--- src/rtl/sm4_key_schedule_ctrl.sv ---
// sm4_key_schedule_ctrl
//   Drives an external single-round SM4 key expander through 32 rounds,
//   keeps the resulting round keys rk[0..31] in a local register file and
//   then serves them to the round datapath as a valid/ready stream,
//   ascending (encrypt) or descending (decrypt).
//
// Ports
//   i_clk, i_rst        clock (rising edge) / synchronous active-low reset
//   i_key, i_key_valid  128-bit user key MK0..MK3 (MK0 in [127:96]) and load strobe
//   o_key_ready         a new key can be accepted
//   o_ext_*             request to the expander (round index, 128-bit state, pulse)
//   i_ext_*             expander result (round key, next state, strobe)
//   o_sched_done        all 32 round keys stored
//   o_err_timeout       expander did not answer within TIMEOUT_CYC cycles
//   i_rk_start/i_rk_decrypt  start a stream and choose its direction
//   o_rk, o_rk_index, o_rk_valid, i_rk_ready, o_rk_last  round-key stream
module sm4_key_schedule_ctrl #(
  parameter int TIMEOUT_CYC = 16
) (
  input  logic         i_clk,
  input  logic         i_rst,
  input  logic [127:0] i_key,
  input  logic         i_key_valid,
  output logic         o_key_ready,
  output logic [7:0]   o_ext_i,
  output logic [127:0] o_ext_key,
  output logic         o_ext_valid,
  input  logic [31:0]  i_ext_key,
  input  logic [127:0] i_ext_K,
  input  logic         i_ext_valid,
  output logic         o_sched_done,
  output logic         o_err_timeout,
  input  logic         i_rk_start,
  input  logic         i_rk_decrypt,
  output logic [31:0]  o_rk,
  output logic [4:0]   o_rk_index,
  output logic         o_rk_valid,
  input  logic         i_rk_ready,
  output logic         o_rk_last
);

  localparam int TW = $clog2(TIMEOUT_CYC + 1);

  typedef enum logic [2:0] {
    IDLE  = 3'd0,
    ISSUE = 3'd1,
    WAIT  = 3'd2,
    DONE  = 3'd3,
    ERR   = 3'd4
  } state_t;

  state_t          state_r, state_s;
  logic [127:0]    s_r, s_s;        // expander state, issued as o_ext_key
  logic [4:0]      r_r, r_s;        // current round
  logic [TW-1:0]   tcnt_r, tcnt_s;  // WAIT cycles without a result
  logic [TW-1:0]   tcnt_inc_s;
  logic            act_r, act_s;    // stream in progress
  logic            dec_r, dec_s;    // stream direction, 1 = descending
  logic [4:0]      p_r, p_s;        // stream pointer
  logic            rk_wr_s;
  logic            key_ready_s;
  logic            key_acc_s;
  logic            last_s;
  logic [31:0]     rk_mem [32];

  // A key load is refused while a stream is draining so old keys never get
  // mixed with a schedule that is overwriting them.
  assign key_ready_s = (state_r == IDLE) || (state_r == ERR) ||
                       ((state_r == DONE) && !act_r);
  assign key_acc_s   = i_key_valid && key_ready_s;
  assign tcnt_inc_s  = tcnt_r + {{(TW-1){1'b0}}, 1'b1};
  assign last_s      = act_r && (dec_r ? (p_r == 5'd0) : (p_r == 5'd31));

  // Next-state and datapath update for the schedule FSM and the stream pointer
  always_comb begin
    state_s = state_r;
    s_s     = s_r;
    r_s     = r_r;
    tcnt_s  = tcnt_r;
    act_s   = act_r;
    dec_s   = dec_r;
    p_s     = p_r;
    rk_wr_s = 1'b0;
    case (state_r)
      IDLE: begin
        if (key_acc_s) begin
          state_s = ISSUE;
          s_s     = i_key;
          r_s     = 5'd0;
        end else begin
          state_s = IDLE;
        end
      end
      ISSUE: begin
        state_s = WAIT;
        tcnt_s  = {TW{1'b0}};
      end
      WAIT: begin
        if (i_ext_valid) begin
          rk_wr_s = 1'b1;
          s_s     = i_ext_K;
          if (r_r == 5'd31) begin
            state_s = DONE;
          end else begin
            r_s     = r_r + 5'd1;
            state_s = ISSUE;
          end
        end else if (tcnt_inc_s == TW'(TIMEOUT_CYC)) begin
          state_s = ERR;
        end else begin
          tcnt_s = tcnt_inc_s;
        end
      end
      DONE: begin
        if (key_acc_s) begin
          state_s = ISSUE;
          s_s     = i_key;
          r_s     = 5'd0;
        end else if (act_r) begin
          if (i_rk_ready) begin
            if (last_s) begin
              act_s = 1'b0;
            end else if (dec_r) begin
              p_s = p_r - 5'd1;
            end else begin
              p_s = p_r + 5'd1;
            end
          end else begin
            p_s = p_r;
          end
        end else if (i_rk_start) begin
          act_s = 1'b1;
          dec_s = i_rk_decrypt;
          p_s   = i_rk_decrypt ? 5'd31 : 5'd0;
        end else begin
          act_s = 1'b0;
        end
      end
      ERR: begin
        if (key_acc_s) begin
          state_s = ISSUE;
          s_s     = i_key;
          r_s     = 5'd0;
        end else begin
          state_s = ERR;
        end
      end
      default: begin
        state_s = IDLE;
      end
    endcase
  end

  // State and control registers with synchronous active-low reset
  always_ff @(posedge i_clk) begin
    if (!i_rst) begin
      state_r <= IDLE;
      s_r     <= 128'd0;
      r_r     <= 5'd0;
      tcnt_r  <= {TW{1'b0}};
      act_r   <= 1'b0;
      dec_r   <= 1'b0;
      p_r     <= 5'd0;
    end else begin
      state_r <= state_s;
      s_r     <= s_s;
      r_r     <= r_s;
      tcnt_r  <= tcnt_s;
      act_r   <= act_s;
      dec_r   <= dec_s;
      p_r     <= p_s;
    end
  end

  // Round-key storage; left unreset because it is only read once DONE is reached
  always_ff @(posedge i_clk) begin
    if (rk_wr_s) begin
      rk_mem[r_r] <= i_ext_key;
    end
  end

  // Outputs decode registered state only; o_ext_i/o_ext_key hold through WAIT
  // because r_r and s_r only move when a result is captured.
  assign o_key_ready   = key_ready_s;
  assign o_ext_valid   = (state_r == ISSUE);
  assign o_ext_i       = {3'b000, r_r};
  assign o_ext_key     = s_r;
  assign o_sched_done  = (state_r == DONE);
  assign o_err_timeout = (state_r == ERR);
  assign o_rk_valid    = act_r;
  assign o_rk          = act_r ? rk_mem[p_r] : 32'd0;
  assign o_rk_index    = act_r ? p_r : 5'd0;
  assign o_rk_last     = last_s;

endmodule

--- config.mk ---
export PLATFORM = sky130hd
export DESIGN_NAME = sm4_key_schedule_ctrl
export DESIGN_NICKNAME = d
export VERILOG_FILES = /design/src/rtl/sm4_key_schedule_ctrl.sv
export SDC_FILE = /design/constraint.sdc
export NUM_CORES = 1
export LEC_CHECK = 0
export CELL_PAD_IN_SITES_DETAIL_PLACEMENT = 0
export CELL_PAD_IN_SITES_GLOBAL_PLACEMENT = 2
export CORE_MARGIN = 2
export CORE_UTILIZATION = 47
export CTS_CLUSTER_DIAMETER = 150
export DETAILED_ROUTE_END_ITERATION = 10
export PLACE_DENSITY_LB_ADDON = 0.1
export SETUP_SLACK_MARGIN = 0.15
export SLEW_MARGIN = 30
export SYNTH_ARGS = -nofsm -noshare
export SYNTH_HDL_FRONTEND = slang
export SYNTH_SLANG_ARGS = --single-unit
--- constraint.sdc ---
create_clock -name i_clk -period 6.2 [get_ports i_clk]
set_clock_uncertainty 0.15 [all_clocks]
set_input_delay 0.93 -clock i_clk [delete_from_list [all_inputs] [get_ports i_clk]]
set_output_delay 0.93 -clock i_clk [all_outputs]
set_load 0.01 [all_outputs]
## Word level (Yosys, flattened, before mapping)

Memory sizes are Yosys's and may differ from the RTL's. A register that Yosys moved wholly into a read port is not among the register bits.
Cells that the tools add are included.

| word-level totals | value |
|---|---|
| output and inout port bits | 179 |
| bits in read-only memories | 0 |
| bits in latches | 0 |
| memories | 1 |
| word-level logic and storage cells | 85 |
| flip-flop bits (word level) | 148 |
| memory bits (writable) | 1,024 |

Memory list:

| name | words | bits a word | read ports | clocked after Yosys merged registers in | wr ports | line | text |
|---|---|---|---|---|---|---|---|
| rk_mem | 32 | 32 | 1 | 1 | 1 | 64 | `logic [31:0] rk_mem [32];` |

| cells by class | value |
|---|---|
| bitwise gates (word level) | 2 |
| add/sub/neg operators | 4 |
| shift operators | 0 |
| multiply operators | 0 |
| divide/modulo/power cells | 0 |
| equality and inequality tests | 16 |
| $lt $le $gt $ge | 0 |
| mux-type cells | 36 |
| reduce and logical (&&, ||, !) cells | 19 |

Operators with widths:

| operator | count |
|---|---|
| 2-to-1 mux 128 bit | 2 |
| one-hot mux 128 bit (2 select lines) | 1 |
| 2-to-1 mux 5 bit | 14 |
| 2-to-1 mux 32 bit | 1 |
| one-hot mux 5 bit (2 select lines) | 2 |
| adder 5 x 1 -> 5 bit (second input constant) | 3 |
| == test 5 bit (second input constant) | 3 |
| one-hot mux 3 bit (5 select lines) | 1 |
| 2-to-1 mux 3 bit | 4 |
| != test 2 bit (second input constant) | 6 |
| 2-to-1 mux 1 bit | 10 |
| AND reduction 4 bit | 2 |
| == test 3 x 2 -> 1 bit (second input constant) | 2 |
| AND reduction 3 bit | 2 |
| nonzero test 2 bit | 3 |
| logical NOT 5 bit | 1 |
| AND reduction 5 bit | 1 |
| subtractor 5 x 1 -> 5 bit (second input constant) | 1 |
| != test 2 x 1 -> 1 bit (second input constant) | 2 |
| AND reduction 2 bit | 2 |
| == test 3 x 1 -> 1 bit (second input constant) | 1 |
| == test 3 bit (second input constant) | 1 |
| logical AND 1 bit | 3 |
| logical NOT 3 bit | 1 |
| other kinds (6) | 8 |

## Longest topological paths before layout

Gate-level depths: netlist of run 1.

| logic depth | value |
|---|---|
| word-level depth | 8 |
| gate-level depth with buffers | 9 |
| depth with buffers taken out | 7 |

## Worst setup path after synthesis of run 1

OpenSTA, ideal clock, no wires.

| path | value |
|---|---|
| path kind | input to register |
| start | input i_ext_valid |
| end | memory rk_mem[13][0] (enable) |
| library setup time | 0.421 ns |
| path buffers | 0 |
| data arrival time | 2.748 ns |
| cell stages on the path | 3 |
| setup slack | 2.880 ns |
| cells stage by stage | and4bb_2 > nand2_1 > nor2_1 |

| between the ends | value |
|---|---|
| longest elaborated chain between the ends | 4 |

RTL lines:

| item | line | text |
|---|---|---|
| start, declared | 30 | `input logic i_ext_valid,` |
| 2-to-1 mux 1 bit | 99 | `if (i_ext_valid) begin` |
| 2-to-1 mux 1 bit | 84 | `case (state_r)` |
| 2-to-1 mux 1 bit | 177 | `if (rk_wr_s) begin` |
| 2-to-1 mux 1 bit (not written as such) | 178 | `rk_mem[r_r] <= i_ext_key;` |
| end, declared | 64 |  |

Every way passes these cells.

==> impl_metrics.xml, run 1 <==
<?xml version="1.0" encoding="UTF-8"?>
<metrics>
  <group name="placed_design">
    <metric name="placed_standard_cell_area" unit="mm2">0.0526</metric>
    <metric name="post-dp-hpwl" unit="mm">80.5</metric>
    <metric name="count_of_buffers_inserted_at_the_top_level_ports" unit="">470</metric>
    <metric name="gp_routability_congestion" unit="">0.868</metric>
    <metric name="detailedPlace.worstSlack" unit="ns">1.48</metric>
  </group>
  <group name="grt">
    <metric name="grt_residual_overflow" unit="">0</metric>
    <metric name="grt_usage" unit="%">25.1</metric>
    <metric name="largest_net_degree_at_the_start_of_global_routing" unit="">146</metric>
    <metric name="grt_first_pass_wirelength" unit="mm">183</metric>
    <metric name="number_of_antenna_violations_at_the_first_check_in_global_routing" unit="">8</metric>
    <metric name="first_global_vias" unit="">25200</metric>
  </group>
  <group name="setup_path">
    <metric name="reg2reg_to" unit="">rk_mem[20][23]</metric>
    <metric name="r2r_start" unit="">state_r[1]</metric>
    <metric name="critPathMaxFanout" unit="">41</metric>
    <metric name="crit_path_end_kind" unit="">output pin</metric>
    <metric name="worst_path_max_delay_cell" unit="">dfxtp_4</metric>
    <metric name="critical_path_s_largest_stage_delay" unit="ns">0.89</metric>
    <metric name="critical_path_arrival" unit="ns">4.21</metric>
    <metric name="rr_worst_depth" unit="">4</metric>
    <metric name="worstSetupPathType" unit="">reg -&gt; out</metric>
    <metric name="crit_chain" unit="">buf_4, mux4_2, mux4_2, inv_1, a221oi_1, clkdlybuf4s50_1</metric>
    <metric name="critPathRequiredTime" unit="ns">5.12</metric>
    <metric name="critPathMostFrequentCell" unit="">mux4_2</metric>
    <metric name="rrSetupSlack" unit="ns">2.95</metric>
    <metric name="cp-start-kind" unit="">register</metric>
  </group>
  <group name="synthesis">
    <metric name="syn-cell-area" unit="mm2">0.0462</metric>
    <metric name="synthDominantCellAreaShare" unit="%">66.5</metric>
    <metric name="netlist.top_cell.by_area" unit="">edfxtp_1</metric>
    <metric name="yosysSeqAreaShare" unit="%">73.2</metric>
    <metric name="synth.lib_cells_used.distinct" unit="">59</metric>
    <metric name="synth_edf_count" unit="">1024</metric>
    <metric name="synth_top_cells_by_count" unit="">1024 x edfxtp_1, 288 x mux4_2, 172 x nor2_1</metric>
    <metric name="synth_most_common_cell" unit="">edfxtp_1</metric>
    <metric name="ys_async_sr_fraction" unit="%">0</metric>
    <metric name="synth-main-ff-cell" unit="">edfxtp_1</metric>
    <metric name="number_of_cells_produced_by_synthesis" unit="">2322</metric>
    <metric name="synth_area_leaders" unit="">edfxtp_1 67%, mux4_2 14%, dfxtp_1 6.6%</metric>
    <metric name="synth_seq_cells" unit="">1177</metric>
    <metric name="average_cell_area_after_synthesis" unit="um2">19.9</metric>
    <metric name="ys_warnings" unit="">0</metric>
  </group>
  <group name="detailed_routing">
    <metric name="average_vias_per_placed_instance" unit="">5.87</metric>
    <metric name="firstDrtPassIters" unit="">7</metric>
    <metric name="wire_per_inst" unit="um">30.0</metric>
    <metric name="route.antenna.remaining_nets" unit="">0</metric>
    <metric name="num_vias" unit="">24800</metric>
    <metric name="detail_route.iter0.violations" unit="">2177</metric>
    <metric name="remaining_drc_errors" unit="">0</metric>
    <metric name="wl" unit="mm">127</metric>
  </group>
  <group name="sta">
    <metric name="timing.slew.headroom" unit="%">32.9</metric>
    <metric name="whs" unit="ns">0.346</metric>
    <metric name="worst_slack" unit="ns">0.914</metric>
    <metric name="setup_viol" unit="">0</metric>
    <metric name="totalNegativeSetupSlack" unit="ns">0</metric>
    <metric name="worst-slew-pin-transition" unit="ns">1.00</metric>
    <metric name="timing.final.crit_period" unit="ns">5.29</metric>
    <metric name="clock.fmax" unit="MHz">189</metric>
    <metric name="final_hold_violating_endpoints" unit="">0</metric>
    <metric name="final_min_period_over_clock_period" unit="%">85.3</metric>
    <metric name="grt_setup_unrepaired" unit="">false</metric>
    <metric name="slew_viol_final" unit="">0</metric>
  </group>
  <group name="power_and_ir_drop">
    <metric name="power.clock.fraction" unit="%">41.3</metric>
    <metric name="netSwitchingPower" unit="uW">3630</metric>
    <metric name="p_comb_share" unit="%">6.7</metric>
    <metric name="pwr-share-seq" unit="%">52.0</metric>
    <metric name="power.ir.vdd_worst" unit="uV">233</metric>
    <metric name="static-leakage-power" unit="uW">0.0176</metric>
    <metric name="cellInternalPower" unit="uW">13300</metric>
    <metric name="swShare" unit="%">21.5</metric>
    <metric name="cellPowerDensity" unit="mW/mm2">300</metric>
  </group>
  <group name="clocking">
    <metric name="cts_buffers" unit="">119</metric>
    <metric name="clk-insertion-delay-late" unit="ns">0.70</metric>
    <metric name="ctsHoldBuffers" unit="">0</metric>
    <metric name="clk_transition_reported_paths" unit="ns">0.06</metric>
    <metric name="clk_root_buffer_cell" unit="">clkbuf_16</metric>
    <metric name="postCtsResizedCells" unit="">0</metric>
    <metric name="cts.path.max_buffers" unit="">3</metric>
    <metric name="cts.htree.levels" unit="">3</metric>
    <metric name="cts_num_sinks" unit="">1177</metric>
    <metric name="cts_post_setup_buffers_inserted" unit="">0</metric>
    <metric name="cts_tree" unit="">done</metric>
  </group>
  <group name="floorplan">
    <metric name="area_of_the_core" unit="mm2">0.0980</metric>
    <metric name="design.die.area" unit="mm2">0.101</metric>
    <metric name="die_h" unit="um">318</metric>
    <metric name="row_count" unit="">115</metric>
    <metric name="ioPinCount" unit="">474</metric>
    <metric name="die-width" unit="um">318</metric>
    <metric name="initial_standard_cell_utilization_of_the_core" unit="%">47.2</metric>
  </group>
  <group name="layout">
    <metric name="num-fill-cells" unit="">7311</metric>
    <metric name="layout.core_utilization" unit="%">57.5</metric>
    <metric name="register_area" unit="mm2">0.0338</metric>
    <metric name="layout-drive-gt1-share" unit="%">22.0</metric>
    <metric name="syn_to_final_growth" unit="%">21.9</metric>
    <metric name="design.final.nets" unit="">3139</metric>
    <metric name="multi_input_area" unit="mm2">0.0117</metric>
    <metric name="finish.instance_area" unit="mm2">0.0563</metric>
  </group>
  <group name="hold_path">
    <metric name="hold_start" unit="">o_ext_key[3]</metric>
    <metric name="worst_hold_path.num_cells" unit="">2</metric>
    <metric name="hold_path_end" unit="">o_ext_key[3]</metric>
    <metric name="hp-class" unit="">reg -&gt; reg</metric>
  </group>
  <group name="job">
    <metric name="max_cap_viol_count" unit="">0</metric>
  </group>
  <group name="run_status">
    <metric name="run_status" unit="">completed</metric>
  </group>
</metrics>
==> metrics by stage <==
| step | cells | power (uW) |
|---|---|---|
| 2_1_floorplan | 2324 | 9430 |
| 3_3_place_gp | 3997 | 10100 |
| 3_5_place_dp | 3998 | 10100 |
| 4_1_cts | 4217 | 17000 |
| 5_1_grt | 4220 | 17400 |
| 6_report | 4220 | 16900 |
==> how the worst max path moves through the flow <==
| stage | start | end | slack (ns) |
|---|---|---|---|
| final | register | o_rk[5] | 0.91 |
| after global routing | register | o_rk[5] | 0.59 |
| after CTS | register | o_rk[5] | 0.72 |
| after detailed placement | register | o_rk[5] | 1.48 |
| after global placement | register | o_rk[5] | 1.54 |
| after floorplan | i_ext_valid | rk_mem[13][0] | 2.88 |
==> flip-flops by register name, indices dropped and copies added, names as in the netlist, named ones only <==
| register | count |
|---|---|
| r_r | 5 |
| o_ext_key | 128 |
| state_r | 3 |
| tcnt_r | 5 |
| rk_mem | 1024 |
| o_rk_valid | 1 |
| p_r | 5 |
| dec_r | 1 |
==> cell type report <==
| type | count | area share, % |
|---|---|---|
| timing repair buffer | 543 | 9.37 |
| antenna | 1 | 0.00444 |
| clock inverter | 85 | 1.29 |
| sequential | 1177 | 60.1 |
| multi-input combinational | 953 | 20.7 |
| inverter | 40 | 0.271 |
| tap | 1287 | 2.86 |
| clock buffer | 134 | 5.46 |
==> worst max-delay path: cells and delay by family (launching register included) <==
kind	cells	cell delay (ns)
DFF	1	0.89
AOI/OAI and AO/OA	1	0.69
muxes	2	0.59
buffers and inverters	3	1.27
==> cells by family (layout without fill, tap and decap cells) <==
logic type               count (synthesis)  count (layout)  synth area share (%)
flip-flops                            1177            1177                  73.2
multiplexers                           451             451                  17.6
AO/OA/AOI/OAI                          243             243                  4.38
AND/OR/NAND/NOR                        239             239                  2.25
buffers and inverters                  194             802                  2.21
adder cells (fa/ha/maj)                 10              10                 0.287
XOR/XNOR                                 7               7                 0.133
other                                    1               4               0.00811
==> power groups by stage <==
stage               clock (uW)  sequential (uW)  combinational (uW)
finish                    6980             8780                1130
floorplan                    0             8990                 439
global route              7430             8790                1210
CTS                       7120             8780                1150
global placement             0             8950                1130
detailed placement           0             8950                1140
==> cell usage in the layout (no fill, tap or decap), drive strengths merged, types with 81 or more instances in the layout <==
| master | n |
|---|---|
| edfxtp | 1024 |
| clkdlybuf4s50 | 438 |
| mux4 | 288 |
| nor2 | 174 |
| mux2i | 163 |
| dfxtp | 153 |
| clkbuf | 134 |
| a211oi | 132 |
| buf | 105 |
| clkinv | 81 |
==> per-layer routing <==
| layer | GRT usage, % | routed length, um |
|---|---|---|
| met1 | 34.4 | 52900 |
| met2 | 42.4 | 63700 |
| met3 | 4.52 | 7960 |
| met4 | 5.37 | 2160 |
| met5 | 0 | 41 |
No activity file was read; power rests on OpenSTA's default activity.
==> inputs of run 2 (changes only) <==
CTS_CLUSTER_DIAMETER = 100   (was 150)
SLEW_MARGIN = default   (was 30)
==> run 2 against run 1 <==
Effect of this change:
- clock power increased by 3.4%
- register-to-register slack got worse by 0.02 ns
- non-clock buffer count decreased by 3
- final cell count about the same
- wire length increased by 0.14%
==> impl_metrics.xml, run 2 (same netlist as run 1, synthesis figures left out) <==
<?xml version="1.0" encoding="UTF-8"?>
<metrics>
  <group name="grt">
    <metric name="largest_net_degree_at_the_start_of_global_routing" unit="">146</metric>
    <metric name="number_of_antenna_violations_at_the_first_check_in_global_routing" unit="">2</metric>
    <metric name="grt_first_pass_wirelength" unit="mm">184</metric>
    <metric name="grt_usage" unit="%">25.1</metric>
    <metric name="first_global_vias" unit="">25100</metric>
    <metric name="grt_residual_overflow" unit="">0</metric>
  </group>
  <group name="power_and_ir_drop">
    <metric name="netSwitchingPower" unit="uW">3660</metric>
    <metric name="p_comb_share" unit="%">6.6</metric>
    <metric name="cellPowerDensity" unit="mW/mm2">303</metric>
    <metric name="power.clock.fraction" unit="%">42.1</metric>
    <metric name="pwr-share-seq" unit="%">51.2</metric>
    <metric name="swShare" unit="%">21.3</metric>
    <metric name="power.ir.vdd_worst" unit="uV">286</metric>
    <metric name="static-leakage-power" unit="uW">0.0176</metric>
    <metric name="cellInternalPower" unit="uW">13500</metric>
  </group>
  <group name="clocking">
    <metric name="ctsHoldBuffers" unit="">0</metric>
    <metric name="cts_tree" unit="">done</metric>
    <metric name="postCtsResizedCells" unit="">0</metric>
    <metric name="clk-insertion-delay-late" unit="ns">0.69</metric>
    <metric name="cts.htree.levels" unit="">3</metric>
    <metric name="clk_root_buffer_cell" unit="">clkbuf_16</metric>
    <metric name="cts_buffers" unit="">118</metric>
    <metric name="cts.path.max_buffers" unit="">3</metric>
    <metric name="clk_transition_reported_paths" unit="ns">0.06</metric>
    <metric name="cts_num_sinks" unit="">1177</metric>
    <metric name="cts_post_setup_buffers_inserted" unit="">0</metric>
  </group>
  <group name="sta">
    <metric name="clock.fmax" unit="MHz">186</metric>
    <metric name="final_hold_violating_endpoints" unit="">0</metric>
    <metric name="timing.final.crit_period" unit="ns">5.38</metric>
    <metric name="setup_viol" unit="">0</metric>
    <metric name="slew_viol_final" unit="">0</metric>
    <metric name="totalNegativeSetupSlack" unit="ns">0</metric>
    <metric name="final_min_period_over_clock_period" unit="%">86.8</metric>
    <metric name="worst-slew-pin-transition" unit="ns">1.25</metric>
    <metric name="grt_setup_unrepaired" unit="">false</metric>
    <metric name="whs" unit="ns">0.345</metric>
    <metric name="worst_slack" unit="ns">0.819</metric>
    <metric name="timing.slew.headroom" unit="%">16.6</metric>
  </group>
  <group name="hold_path">
    <metric name="hp-class" unit="">reg -&gt; reg</metric>
    <metric name="hold_start" unit="">o_ext_key[41]</metric>
  </group>
  <group name="detailed_routing">
    <metric name="remaining_drc_errors" unit="">0</metric>
    <metric name="wire_per_inst" unit="um">30.0</metric>
    <metric name="wl" unit="mm">127</metric>
    <metric name="route.antenna.remaining_nets" unit="">0</metric>
    <metric name="detail_route.iter0.violations" unit="">2212</metric>
    <metric name="average_vias_per_placed_instance" unit="">5.84</metric>
    <metric name="num_vias" unit="">24700</metric>
    <metric name="firstDrtPassIters" unit="">5</metric>
  </group>
  <group name="run_status">
    <metric name="run_status" unit="">completed</metric>
  </group>
  <group name="setup_path">
    <metric name="rrSetupSlack" unit="ns">2.93</metric>
    <metric name="critPathMaxFanout" unit="">24</metric>
    <metric name="rr_worst_depth" unit="">4</metric>
    <metric name="crit_chain" unit="">nor2b_2, nand2b_1, buf_4, o221ai_1, a221oi_2, clkdlybuf4s50_1</metric>
    <metric name="cp-start-kind" unit="">register</metric>
    <metric name="critPathCapture" unit="">o_rk[19]</metric>
    <metric name="critPathRequiredTime" unit="ns">5.12</metric>
    <metric name="critical_path_s_largest_stage_delay" unit="ns">1.04</metric>
    <metric name="worstSetupPathType" unit="">reg -&gt; out</metric>
    <metric name="crit_path_end_kind" unit="">output pin</metric>
    <metric name="worst_path_max_delay_cell" unit="">dfxtp_2</metric>
    <metric name="total_stage_count_of_the_critical_path" unit="">6</metric>
    <metric name="r2r_start" unit="">state_r[1]</metric>
    <metric name="critical_path_arrival" unit="ns">4.30</metric>
    <metric name="reg2reg_to" unit="">rk_mem[6][5]</metric>
    <metric name="cpLargestDelayFamily" unit="">flip-flops</metric>
    <metric name="bufs_and_invs_on_worst_path" unit="">2</metric>
  </group>
  <group name="placed_design">
    <metric name="count_of_buffers_inserted_at_the_top_level_ports" unit="">470</metric>
    <metric name="post-dp-hpwl" unit="mm">80.3</metric>
    <metric name="gp_routability_congestion" unit="">0.868</metric>
    <metric name="detailedPlace.worstSlack" unit="ns">1.50</metric>
  </group>
  <group name="floorplan">
    <metric name="initial_standard_cell_utilization_of_the_core" unit="%">47.2</metric>
    <metric name="design.die.area" unit="mm2">0.101</metric>
    <metric name="area_of_the_core" unit="mm2">0.0980</metric>
    <metric name="row_count" unit="">115</metric>
    <metric name="die-width" unit="um">318</metric>
    <metric name="ioPinCount" unit="">474</metric>
    <metric name="die_h" unit="um">318</metric>
  </group>
  <group name="layout">
    <metric name="num-fill-cells" unit="">7318</metric>
    <metric name="most_common_library_cell_in_the_layout_ignoring_fill_and_taps" unit="">edfxtp_1</metric>
    <metric name="design.final.nets" unit="">3135</metric>
    <metric name="most-common-layout-cells" unit="">1024 x edfxtp_1, 470 x clkdlybuf4s50_1, 288 x mux4_2</metric>
    <metric name="multi_input_area" unit="mm2">0.0117</metric>
    <metric name="register_area" unit="mm2">0.0338</metric>
    <metric name="layout-drive-gt1-share" unit="%">21.0</metric>
    <metric name="syn_to_final_growth" unit="%">22.4</metric>
    <metric name="flip_flop_count_of_the_largest_register_all_copies_and_words_added" unit="">1024</metric>
    <metric name="max_flop_register" unit="">rk_mem</metric>
  </group>
  <group name="job">
    <metric name="max_cap_viol_count" unit="">0</metric>
  </group>
</metrics>
[run 2: changes by cell type in the layout (fill, tap and decap cells not counted), sizes merged]
cell	change
clkdlybuf4s50	+32
diode	+2
clkinvlp	-1
clkinv	-11
bufinv	+4
buf	-35
inv	-2
clkbuf	+14
[run 2: area by class of cell]
type | instances | area share (%)
Antenna cell | 3 | 0.0133
Multi-Input combinational cell | 953 | 20.6
Inverter | 40 | 0.270
Clock buffer | 148 | 5.57
Clock inverter | 75 | 1.42
Tap cell | 1287 | 2.85
Sequential cell | 1177 | 59.8
Timing Repair Buffer | 540 | 9.47
[run 2: worst reg2reg max path: stages (launching register included)]
cell      delay, ns
dfxtp_1        0.49
and4bb_2       0.37
nand2_1        0.48
nor2_4         1.00
buf_4          0.47
[run 2: through the flow]
step | cells | cell area, um2 | utilization, % | total power, uW
CTS | 4220 | 56600 | 57.7 | 17300
detailed placement | 3997 | 52600 | 53.7 | 10100
floorplan | 2324 | 46200 | - | 9430
global route | 4220 | 56600 | 57.7 | 17700
global placement | 3997 | 52600 | 53.7 | 10100
finish | 4223 | 56600 | 57.7 | 17100
[run 2: worst min-delay path by stage]
stage	end	slack (ns)	cells past startpoint
after floorplan	tcnt_r[4]	0.30	2
after CTS	tcnt_r[4]	0.34	2
final	o_ext_key[41]	0.35	2
after global placement	tcnt_r[4]	0.31	2
after detailed placement	tcnt_r[4]	0.33	2
after global routing	tcnt_r[4]	0.35	2
[run 2: layer usage]
metal	wire (um)	vias up	track usage, %	part of all wire, %
met5	7	-	0	0.0055
met4	2240	2	5.76	1.8
met3	7990	141	4.48	6.3
met2	63700	884	42.4	50
met1	53000	13000	34.4	42
li1	-	10600	-	-
[run 2: power groups by stage]
stage	sequential, uW	combinational [uW]	clock [uW]
after floorplan	8990	439	0
after CTS	8790	1150	7370
final	8790	1140	7220
after global routing	8800	1220	7670
after detailed placement	8960	1140	0
after global placement	8950	1130	0
